## src/rtl/wb_pipe_master_if.sv

```systemverilog
// Request/response handshake plus pipelined Wishbone initiator signals for wb_pipe_master.
// The master modport is the bridge's view; the slave modport is the client/responder view.
interface wb_pipe_master_if;
    logic        req_valid_i;
    logic        req_ready_o;
    logic        req_we_i;
    logic [31:0] req_addr_i;
    logic [31:0] req_wdata_i;
    logic [3:0]  req_sel_i;

    logic        rsp_valid_o;
    logic [31:0] rsp_rdata_o;
    logic        rsp_err_o;

    logic        wb_cyc_o;
    logic        wb_stb_o;
    logic        wb_we_o;
    logic [31:0] wb_adr_o;
    logic [31:0] wb_dat_o;
    logic [3:0]  wb_sel_o;
    logic        wb_stall_i;
    logic        wb_ack_i;
    logic        wb_err_i;
    logic [31:0] wb_dat_i;

    modport master (
        input  req_valid_i, req_we_i, req_addr_i, req_wdata_i, req_sel_i,
        input  wb_stall_i, wb_ack_i, wb_err_i, wb_dat_i,
        output req_ready_o, rsp_valid_o, rsp_rdata_o, rsp_err_o,
        output wb_cyc_o, wb_stb_o, wb_we_o, wb_adr_o, wb_dat_o, wb_sel_o
    );

    modport slave (
        output req_valid_i, req_we_i, req_addr_i, req_wdata_i, req_sel_i,
        output wb_stall_i, wb_ack_i, wb_err_i, wb_dat_i,
        input  req_ready_o, rsp_valid_o, rsp_rdata_o, rsp_err_o,
        input  wb_cyc_o, wb_stb_o, wb_we_o, wb_adr_o, wb_dat_o, wb_sel_o
    );
endinterface

```

## src/rtl/wb_pipe_master.sv

```systemverilog
// Pipelined Wishbone initiator: one request per cycle, in-order one-cycle response pulses.
// Optional watchdog/ABORT state compiled in with WB_PIPE_MASTER_TIMEOUT_EN.
module wb_pipe_master #(
    parameter int MAX_OUTSTANDING = 2,
    parameter int TIMEOUT_CYCLES  = 64
) (
    input  logic             wb_clk_i,
    input  logic             wb_rst_ni,
    wb_pipe_master_if.master bus
);
    if (MAX_OUTSTANDING < 1 || MAX_OUTSTANDING > 7) begin : g_bad_max
        $error("MAX_OUTSTANDING out of range 1..7");
    end
    if (TIMEOUT_CYCLES < 2 || TIMEOUT_CYCLES > 255) begin : g_bad_timeout
        $error("TIMEOUT_CYCLES out of range 2..255");
    end

    typedef enum logic [1:0] {
        IDLE   = 2'd0,
`ifdef WB_PIPE_MASTER_TIMEOUT_EN
        ABORT  = 2'd2,
`endif
        ACTIVE = 2'd1
    } state_t;

    state_t      state_q, state_d;
    logic [3:0]  cnt_q, cnt_d, cnt_pop, inflight;
    logic [7:0]  weq_q, weq_d, weq_pop;
    logic        stb_q, stb_d, we_q, we_d;
    logic [31:0] adr_q, adr_d, dat_q, dat_d;
    logic [3:0]  sel_q, sel_d;
    logic        rsp_vld_q, rsp_vld_d, rsp_err_q, rsp_err_d;
    logic [31:0] rsp_dat_q, rsp_dat_d;
    logic        rdy_en_q;
    logic        issue, rsp_evt, ready, accept, timeout;
`ifdef WB_PIPE_MASTER_TIMEOUT_EN
    logic [7:0]  wdog_q, wdog_d;
    logic        wd_clr;
`endif

    always_comb begin
        issue    = stb_q & ~bus.wb_stall_i;
        rsp_evt  = (state_q == ACTIVE) && (bus.wb_ack_i || bus.wb_err_i) && (cnt_q != 4'd0);
        inflight = cnt_q + {3'b000, stb_q} - {3'b000, issue};
`ifdef WB_PIPE_MASTER_TIMEOUT_EN
        wd_clr   = issue | bus.wb_ack_i | bus.wb_err_i;
        timeout  = (state_q == ACTIVE) && (cnt_q != 4'd0) && !wd_clr
                   && (wdog_q == 8'(TIMEOUT_CYCLES - 1));
        wdog_d   = wdog_q;
        if (state_q != ACTIVE || wd_clr || timeout) wdog_d = 8'd0;
        else if (cnt_q != 4'd0)                    wdog_d = wdog_q + 8'd1;
`else
        timeout  = 1'b0;
`endif
        // rdy_en_q keeps ready low through reset and releases on the first edge after it
        ready    = rdy_en_q && (state_q == IDLE || state_q == ACTIVE) && !timeout
                   && (!stb_q || !bus.wb_stall_i) && (inflight < 4'(MAX_OUTSTANDING));
        accept   = bus.req_valid_i & ready;
    end

    always_comb begin
        state_d   = state_q;
        cnt_d     = cnt_q;
        weq_d     = weq_q;
        stb_d     = stb_q;
        we_d      = we_q;
        adr_d     = adr_q;
        dat_d     = dat_q;
        sel_d     = sel_q;
        rsp_vld_d = 1'b0;
        rsp_dat_d = '0;
        rsp_err_d = 1'b0;
        weq_pop   = rsp_evt ? (weq_q >> 1) : weq_q;
        cnt_pop   = cnt_q - {3'b000, rsp_evt};

        if (accept) begin
            stb_d = 1'b1;
            we_d  = bus.req_we_i;
            adr_d = bus.req_addr_i;
            dat_d = bus.req_wdata_i;
            sel_d = bus.req_sel_i;
        end else if (issue) begin
            stb_d = 1'b0;
            we_d  = 1'b0;
            adr_d = '0;
            dat_d = '0;
            sel_d = '0;
        end

        case (state_q)
            IDLE: begin
                if (accept) state_d = ACTIVE;
            end
            ACTIVE: begin
                if (rsp_evt) begin
                    rsp_vld_d = 1'b1;
                    rsp_err_d = bus.wb_err_i;
                    rsp_dat_d = weq_q[0] ? 32'd0 : bus.wb_dat_i;
                end
                // weq holds the we bit of each issued transfer, oldest in bit 0
                cnt_d = cnt_pop + {3'b000, issue};
                weq_d = issue ? (weq_pop | ({7'b0, we_q} << cnt_pop)) : weq_pop;
                if (!stb_d && cnt_d == 4'd0) state_d = IDLE;
`ifdef WB_PIPE_MASTER_TIMEOUT_EN
                if (timeout) begin
                    state_d = ABORT;
                    cnt_d   = cnt_q + {3'b000, stb_q};
                    weq_d   = '0;
                    stb_d   = 1'b0;
                    we_d    = 1'b0;
                    adr_d   = '0;
                    dat_d   = '0;
                    sel_d   = '0;
                end
`endif
            end
`ifdef WB_PIPE_MASTER_TIMEOUT_EN
            ABORT: begin
                if (cnt_q != 4'd0) begin
                    rsp_vld_d = 1'b1;
                    rsp_err_d = 1'b1;
                    cnt_d     = cnt_q - 4'd1;
                end
                if (cnt_q <= 4'd1) state_d = IDLE;
            end
`endif
            default: state_d = IDLE;
        endcase
    end

    always_ff @(posedge wb_clk_i or negedge wb_rst_ni) begin
        if (!wb_rst_ni) begin
            state_q   <= IDLE;
            cnt_q     <= '0;
            weq_q     <= '0;
            stb_q     <= 1'b0;
            we_q      <= 1'b0;
            adr_q     <= '0;
            dat_q     <= '0;
            sel_q     <= '0;
            rsp_vld_q <= 1'b0;
            rsp_dat_q <= '0;
            rsp_err_q <= 1'b0;
            rdy_en_q  <= 1'b0;
`ifdef WB_PIPE_MASTER_TIMEOUT_EN
            wdog_q    <= '0;
`endif
        end else begin
            state_q   <= state_d;
            cnt_q     <= cnt_d;
            weq_q     <= weq_d;
            stb_q     <= stb_d;
            we_q      <= we_d;
            adr_q     <= adr_d;
            dat_q     <= dat_d;
            sel_q     <= sel_d;
            rsp_vld_q <= rsp_vld_d;
            rsp_dat_q <= rsp_dat_d;
            rsp_err_q <= rsp_err_d;
            rdy_en_q  <= 1'b1;
`ifdef WB_PIPE_MASTER_TIMEOUT_EN
            wdog_q    <= wdog_d;
`endif
        end
    end

    assign bus.req_ready_o = ready;
    assign bus.rsp_valid_o = rsp_vld_q;
    assign bus.rsp_rdata_o = rsp_dat_q;
    assign bus.rsp_err_o   = rsp_err_q;
    assign bus.wb_cyc_o    = (state_q == ACTIVE);
    assign bus.wb_stb_o    = stb_q;
    assign bus.wb_we_o     = we_q;
    assign bus.wb_adr_o    = adr_q;
    assign bus.wb_dat_o    = dat_q;
    assign bus.wb_sel_o    = sel_q;
endmodule

```

## src/flat_wrapper.sv

```systemverilog
// flat-port wrapper written by rule: the top's interface ports become plain ports
module wb_pipe_master_flat 
#(
    parameter int MAX_OUTSTANDING = 2,
    parameter int TIMEOUT_CYCLES  = 64
)
  (wb_clk_i, wb_rst_ni, bus_req_valid_i, bus_req_we_i, bus_req_addr_i, bus_req_wdata_i, bus_req_sel_i, bus_wb_stall_i, bus_wb_ack_i, bus_wb_err_i, bus_wb_dat_i, bus_req_ready_o, bus_rsp_valid_o, bus_rsp_rdata_o, bus_rsp_err_o, bus_wb_cyc_o, bus_wb_stb_o, bus_wb_we_o, bus_wb_adr_o, bus_wb_dat_o, bus_wb_sel_o);
  wb_pipe_master_if bus_i ();
  input  logic wb_clk_i;
  input  logic wb_rst_ni;
  input wire logic [$bits(bus_i.req_valid_i)-1:0] bus_req_valid_i;
  input wire logic [$bits(bus_i.req_we_i)-1:0] bus_req_we_i;
  input wire logic [$bits(bus_i.req_addr_i)-1:0] bus_req_addr_i;
  input wire logic [$bits(bus_i.req_wdata_i)-1:0] bus_req_wdata_i;
  input wire logic [$bits(bus_i.req_sel_i)-1:0] bus_req_sel_i;
  input wire logic [$bits(bus_i.wb_stall_i)-1:0] bus_wb_stall_i;
  input wire logic [$bits(bus_i.wb_ack_i)-1:0] bus_wb_ack_i;
  input wire logic [$bits(bus_i.wb_err_i)-1:0] bus_wb_err_i;
  input wire logic [$bits(bus_i.wb_dat_i)-1:0] bus_wb_dat_i;
  output wire logic [$bits(bus_i.req_ready_o)-1:0] bus_req_ready_o;
  output wire logic [$bits(bus_i.rsp_valid_o)-1:0] bus_rsp_valid_o;
  output wire logic [$bits(bus_i.rsp_rdata_o)-1:0] bus_rsp_rdata_o;
  output wire logic [$bits(bus_i.rsp_err_o)-1:0] bus_rsp_err_o;
  output wire logic [$bits(bus_i.wb_cyc_o)-1:0] bus_wb_cyc_o;
  output wire logic [$bits(bus_i.wb_stb_o)-1:0] bus_wb_stb_o;
  output wire logic [$bits(bus_i.wb_we_o)-1:0] bus_wb_we_o;
  output wire logic [$bits(bus_i.wb_adr_o)-1:0] bus_wb_adr_o;
  output wire logic [$bits(bus_i.wb_dat_o)-1:0] bus_wb_dat_o;
  output wire logic [$bits(bus_i.wb_sel_o)-1:0] bus_wb_sel_o;
  assign bus_i.req_valid_i = bus_req_valid_i;
  assign bus_i.req_we_i = bus_req_we_i;
  assign bus_i.req_addr_i = bus_req_addr_i;
  assign bus_i.req_wdata_i = bus_req_wdata_i;
  assign bus_i.req_sel_i = bus_req_sel_i;
  assign bus_i.wb_stall_i = bus_wb_stall_i;
  assign bus_i.wb_ack_i = bus_wb_ack_i;
  assign bus_i.wb_err_i = bus_wb_err_i;
  assign bus_i.wb_dat_i = bus_wb_dat_i;
  assign bus_req_ready_o = bus_i.req_ready_o;
  assign bus_rsp_valid_o = bus_i.rsp_valid_o;
  assign bus_rsp_rdata_o = bus_i.rsp_rdata_o;
  assign bus_rsp_err_o = bus_i.rsp_err_o;
  assign bus_wb_cyc_o = bus_i.wb_cyc_o;
  assign bus_wb_stb_o = bus_i.wb_stb_o;
  assign bus_wb_we_o = bus_i.wb_we_o;
  assign bus_wb_adr_o = bus_i.wb_adr_o;
  assign bus_wb_dat_o = bus_i.wb_dat_o;
  assign bus_wb_sel_o = bus_i.wb_sel_o;
  wb_pipe_master #(.MAX_OUTSTANDING(MAX_OUTSTANDING), .TIMEOUT_CYCLES(TIMEOUT_CYCLES)) u_core (.wb_clk_i(wb_clk_i), .wb_rst_ni(wb_rst_ni), .bus(bus_i));
endmodule
```

## config.mk

```make
export PLATFORM = sky130hd
export DESIGN_NAME = wb_pipe_master_flat
export DESIGN_NICKNAME = d
export VERILOG_FILES = /design/src/rtl/wb_pipe_master_if.sv /design/src/rtl/wb_pipe_master.sv /design/src/flat_wrapper.sv
export SDC_FILE = /design/constraint.sdc
export NUM_CORES = 1
export LEC_CHECK = 0
export ABC_AREA = 1
export BUFFER_PORTS_ARGS = -buffer_cell sky130_fd_sc_hd__buf_2
export CORE_ASPECT_RATIO = 1.4
export CORE_MARGIN = 2
export CORE_UTILIZATION = 48
export DETAILED_ROUTE_END_ITERATION = 7
export PLACE_DENSITY = 0.83
export SETUP_SLACK_MARGIN = 0.2
export SLEW_MARGIN = 20
export SYNTH_ARGS = -nofsm -noshare
export SYNTH_HDL_FRONTEND = slang
export SYNTH_SLANG_ARGS = --single-unit
```

## constraint.sdc

```tcl
create_clock -name wb_clk_i -period 2.9 [get_ports wb_clk_i]
set_input_delay 0.58 -clock wb_clk_i [delete_from_list [all_inputs] [get_ports wb_clk_i]]
set_output_delay 0.58 -clock wb_clk_i [all_outputs]
set_load 0.1 [all_outputs]
```

==> results.md <==
* Status: finished, final reports clean
* Global route overflow at 0
* Critical path endpoint category: output port
* Via count at 4599
* Final min period at 2.74 ns
* WHS at 0.0380 ns
* Synth area leaders: dfrtp_1, nand3_1, nand2_1
* Data arrival, critical path at around 2.2 ns
* Most frequent cells in the layout: buf_2, nand3_1, nand2_1, dfrtp_1, nor2_1
* NumNets Final at 864
* Slew @ Worst Pin at between 0.9 and 1 ns
* First DRT Iteration DRCs at ~260
* Worst slew margin at between 30% and 40%
* Post-Route Setup TNS at 0 ns
* Synth Register Bits at 118
* Starting Density at 48.8%
* Clk buf depth at 2
* Synthesized cell area at between 4000 and 5000 sq um
* Fin. Hold Viols at 0
* Clk slew on worst S/H paths at roughly 0.050 ns
* Final Util at 66.5%
* Most Used Layer, Global Route: met2
* Unrepaired setup endpoints after global routing: yes
* CTS Sinks at 118
* Vias in the first global route at 4560
* Per-cell routed wire length at roughly 15 um
* Mapped Avg Cell Area at slightly above 9 sq um
* FFs w/ async S/R, synth at 100%
* Die Ht at between 100 and 150 um
* Routed Antenna Nets at 0
* Clock root cell: clkbuf_16
* Slew Limit Fails at 0
* CTS buffer count at 17
* Top_reg_cell synth: dfrtp_1
* Cell mode on critical path: nor2_4
* Worst Hold Class: input pin to async pin
* Crit start category: flop
* H-tree Lvls at 4
* Critical-path cell list: nand2_4 -> nor2_4 -> fa_1 -> nand3b_1 -> nor2_4 -> a21boi_4 -> buf_12
* Final Wtd Congestion at 0.876
* Initial antenna violation count at 0
* Die Span X at 90.2 um
* Boundary Pins at 213
* Fmax at 366 MHz
* Met1 global-route usage at 29.3%
* Crit Path Class: flop to output port
* Dominant cell type by area after synthesis: dfrtp_1
* Largest net degree at the start of global routing at 70
* First-pass DRT Iterations at 5
* Final Non-Filler Cells at 899
* DP HPWL at 8.83 mm
* I/O Buffers at ~210
* Clk_lat worst skew at 0.41 ns
* First-pass GRT wire length at around 22 mm
* Max_cap viols at 0
* CP max FO at 2
* Power per cell area at 586 nW/um^2
* GRT Overall Usage at 24.3%
* Post-Route WL at 13.0 mm
* Lkg Pwr at 4.06 nW
* Most common cell after layout, fill and taps aside: buf_2
* Synth unique cells at 26
* CP max stage delay at 0.43 ns
* Die ar. at 11200 sq um
* GR Layer Usage met3 at 7.08%
* Req. time, crit path at 2.32 ns
* Fillers at 825
* Clock Skew at 0.00841 ns
* Sequential share of the synthesized area at ~60%
* Endpoints failing setup at 0
* Yosys warning total at 0
* Antenna diodes at 0
* Core box area at 10200 sq um
* Area growth from synthesis to layout at 36.3%
* Layout cell share with drive strength beyond 1 at between 30 and 40%
* EDFF count, synth at 0
* Total Power at 3.99 mW
* Number of core rows at 44
* Met2 GRT Util at between 40% and 50%
* Top cell type's share of synthesized area at 59.1%
* Drt drc at 0
* VDD IR max at roughly 0.41 mV
* CP max stage cell: fa_1
* Share of the clock period used by the worst path at a little over nine tenths
* Vias/cell at 5.12
* Syn Inst Count at around 540
* CTS tree: yes
* Placed cells at 862
[cell families after synthesis]
family	Yosys count	share of synthesized area [%]
AOI/OAI and AO/OA	18	2.35
xor gates and xnor gates	2	0.351
adders and majority gates	9	2.40
buffers and inverters	58	6.19
DFF	118	59.1
other	1	0.0751
and+or+nand+nor	333	29.5
[synth_stat cells (all sizes together) (2+ instances only)]
| cell | n |
|---|---|
| o211ai | 3 |
| dfrtp | 118 |
| buf | 28 |
| clkbuf | 11 |
| nand3 | 147 |
| nand2 | 144 |
| inv | 19 |
| ha | 8 |
| o21ai | 12 |
| xnor2 | 2 |
| nor2 | 40 |
[registers in the layout (all words and copies together) (netlist names)]
register and cells:
u_core.bus.rsp_rdata_o 32, u_core.bus.wb_adr_o 32, u_core.bus.wb_dat_o 32, u_core.weq_q 8, u_core.bus.wb_sel_o 4, u_core.cnt_q 4
u_core.bus.rsp_err_o 1, u_core.bus.rsp_valid_o 1, u_core.bus.wb_stb_o 1, u_core.bus.wb_we_o 1, u_core.rdy_en_q 1, u_core.state_q 1
[stage by stage]
step	cell area [sq um]	setup slack (ns)
final	6810	0.164
after detailed placement	6130	0.219
after CTS	6800	0.160
after floorplan	5000	0.0338
after global placement	6130	0.244
after global routing	6810	0.0932
[power by group]
| group | internal, mW | total [mW] | switching, mW |
|---|---|---|---|
| Clock | 1.48 | 2.21 | 0.728 |
| Combinational | 0.0568 | 0.130 | 0.0730 |
| Sequential | 1.65 | 1.65 | 0.000280 |
| Total | 3.19 | 3.99 | 0.802 |
[worst paths after layout]
| kind | slack (ns) | depth (start not counted) | start | endpoint |
|---|---|---|---|---|
| setup / recovery | 0.16 | 7 | u_core.bus.wb_stb_o | bus_req_ready_o |
| hold / removal | 0.04 | 1 | wb_rst_ni | u_core.bus.wb_adr_o[28] |
| setup reg to reg | 0.49 | 13 | u_core.cnt_q[2] | u_core.cnt_q[3] |
| hold reg to reg | 0.49 | 2 | u_core.bus.wb_sel_o[1] | u_core.bus.wb_sel_o[1] |
| max in group asynchronous | 2.16 | 2 | wb_rst_ni | u_core.bus.wb_dat_o[5] |
| min in group wb_clk_i | 0.40 | 3 | bus_wb_dat_i[24] | u_core.bus.rsp_rdata_o[24] |
[layer usage]
metal  wire [um]  vias up
met3        1120       29
met5           0        -
met1        5120     2169
met2        6500      227
met4         308        0
li1            -     2174
[critical path, delay by kind of cell, from the launching register on]
family          cells  cell delay, ns
flops               1            0.42
buf+inv             1            0.20
compound gates      1            0.23
fa+ha+maj           1            0.43
simple gates        4            0.47
[timing repair]
action / in CTS / in global routing
setup buffers: 4 / 1
pin swaps: 2 / 0
hold buffers: 0 / 0
gates resized for setup: 3 / 0
setup endpoints to repair: 1 / 1
[cell type report]
| class | instances | area [sq um] | share of cell area [%] |
|---|---|---|---|
| Sequential cell | 118 | 2960 | 43.4 |
| Multi-Input combinational cell | 365 | 1750 | 25.6 |
| Timing Repair Buffer | 227 | 1230 | 18.1 |
| Clock buffer | 20 | 457 | 6.71 |
| Clock inverter | 12 | 176 | 2.59 |
| Tap cell | 138 | 173 | 2.54 |
| Inverter | 19 | 71.3 | 1.05 |
(Power assumes the default switching activity.)
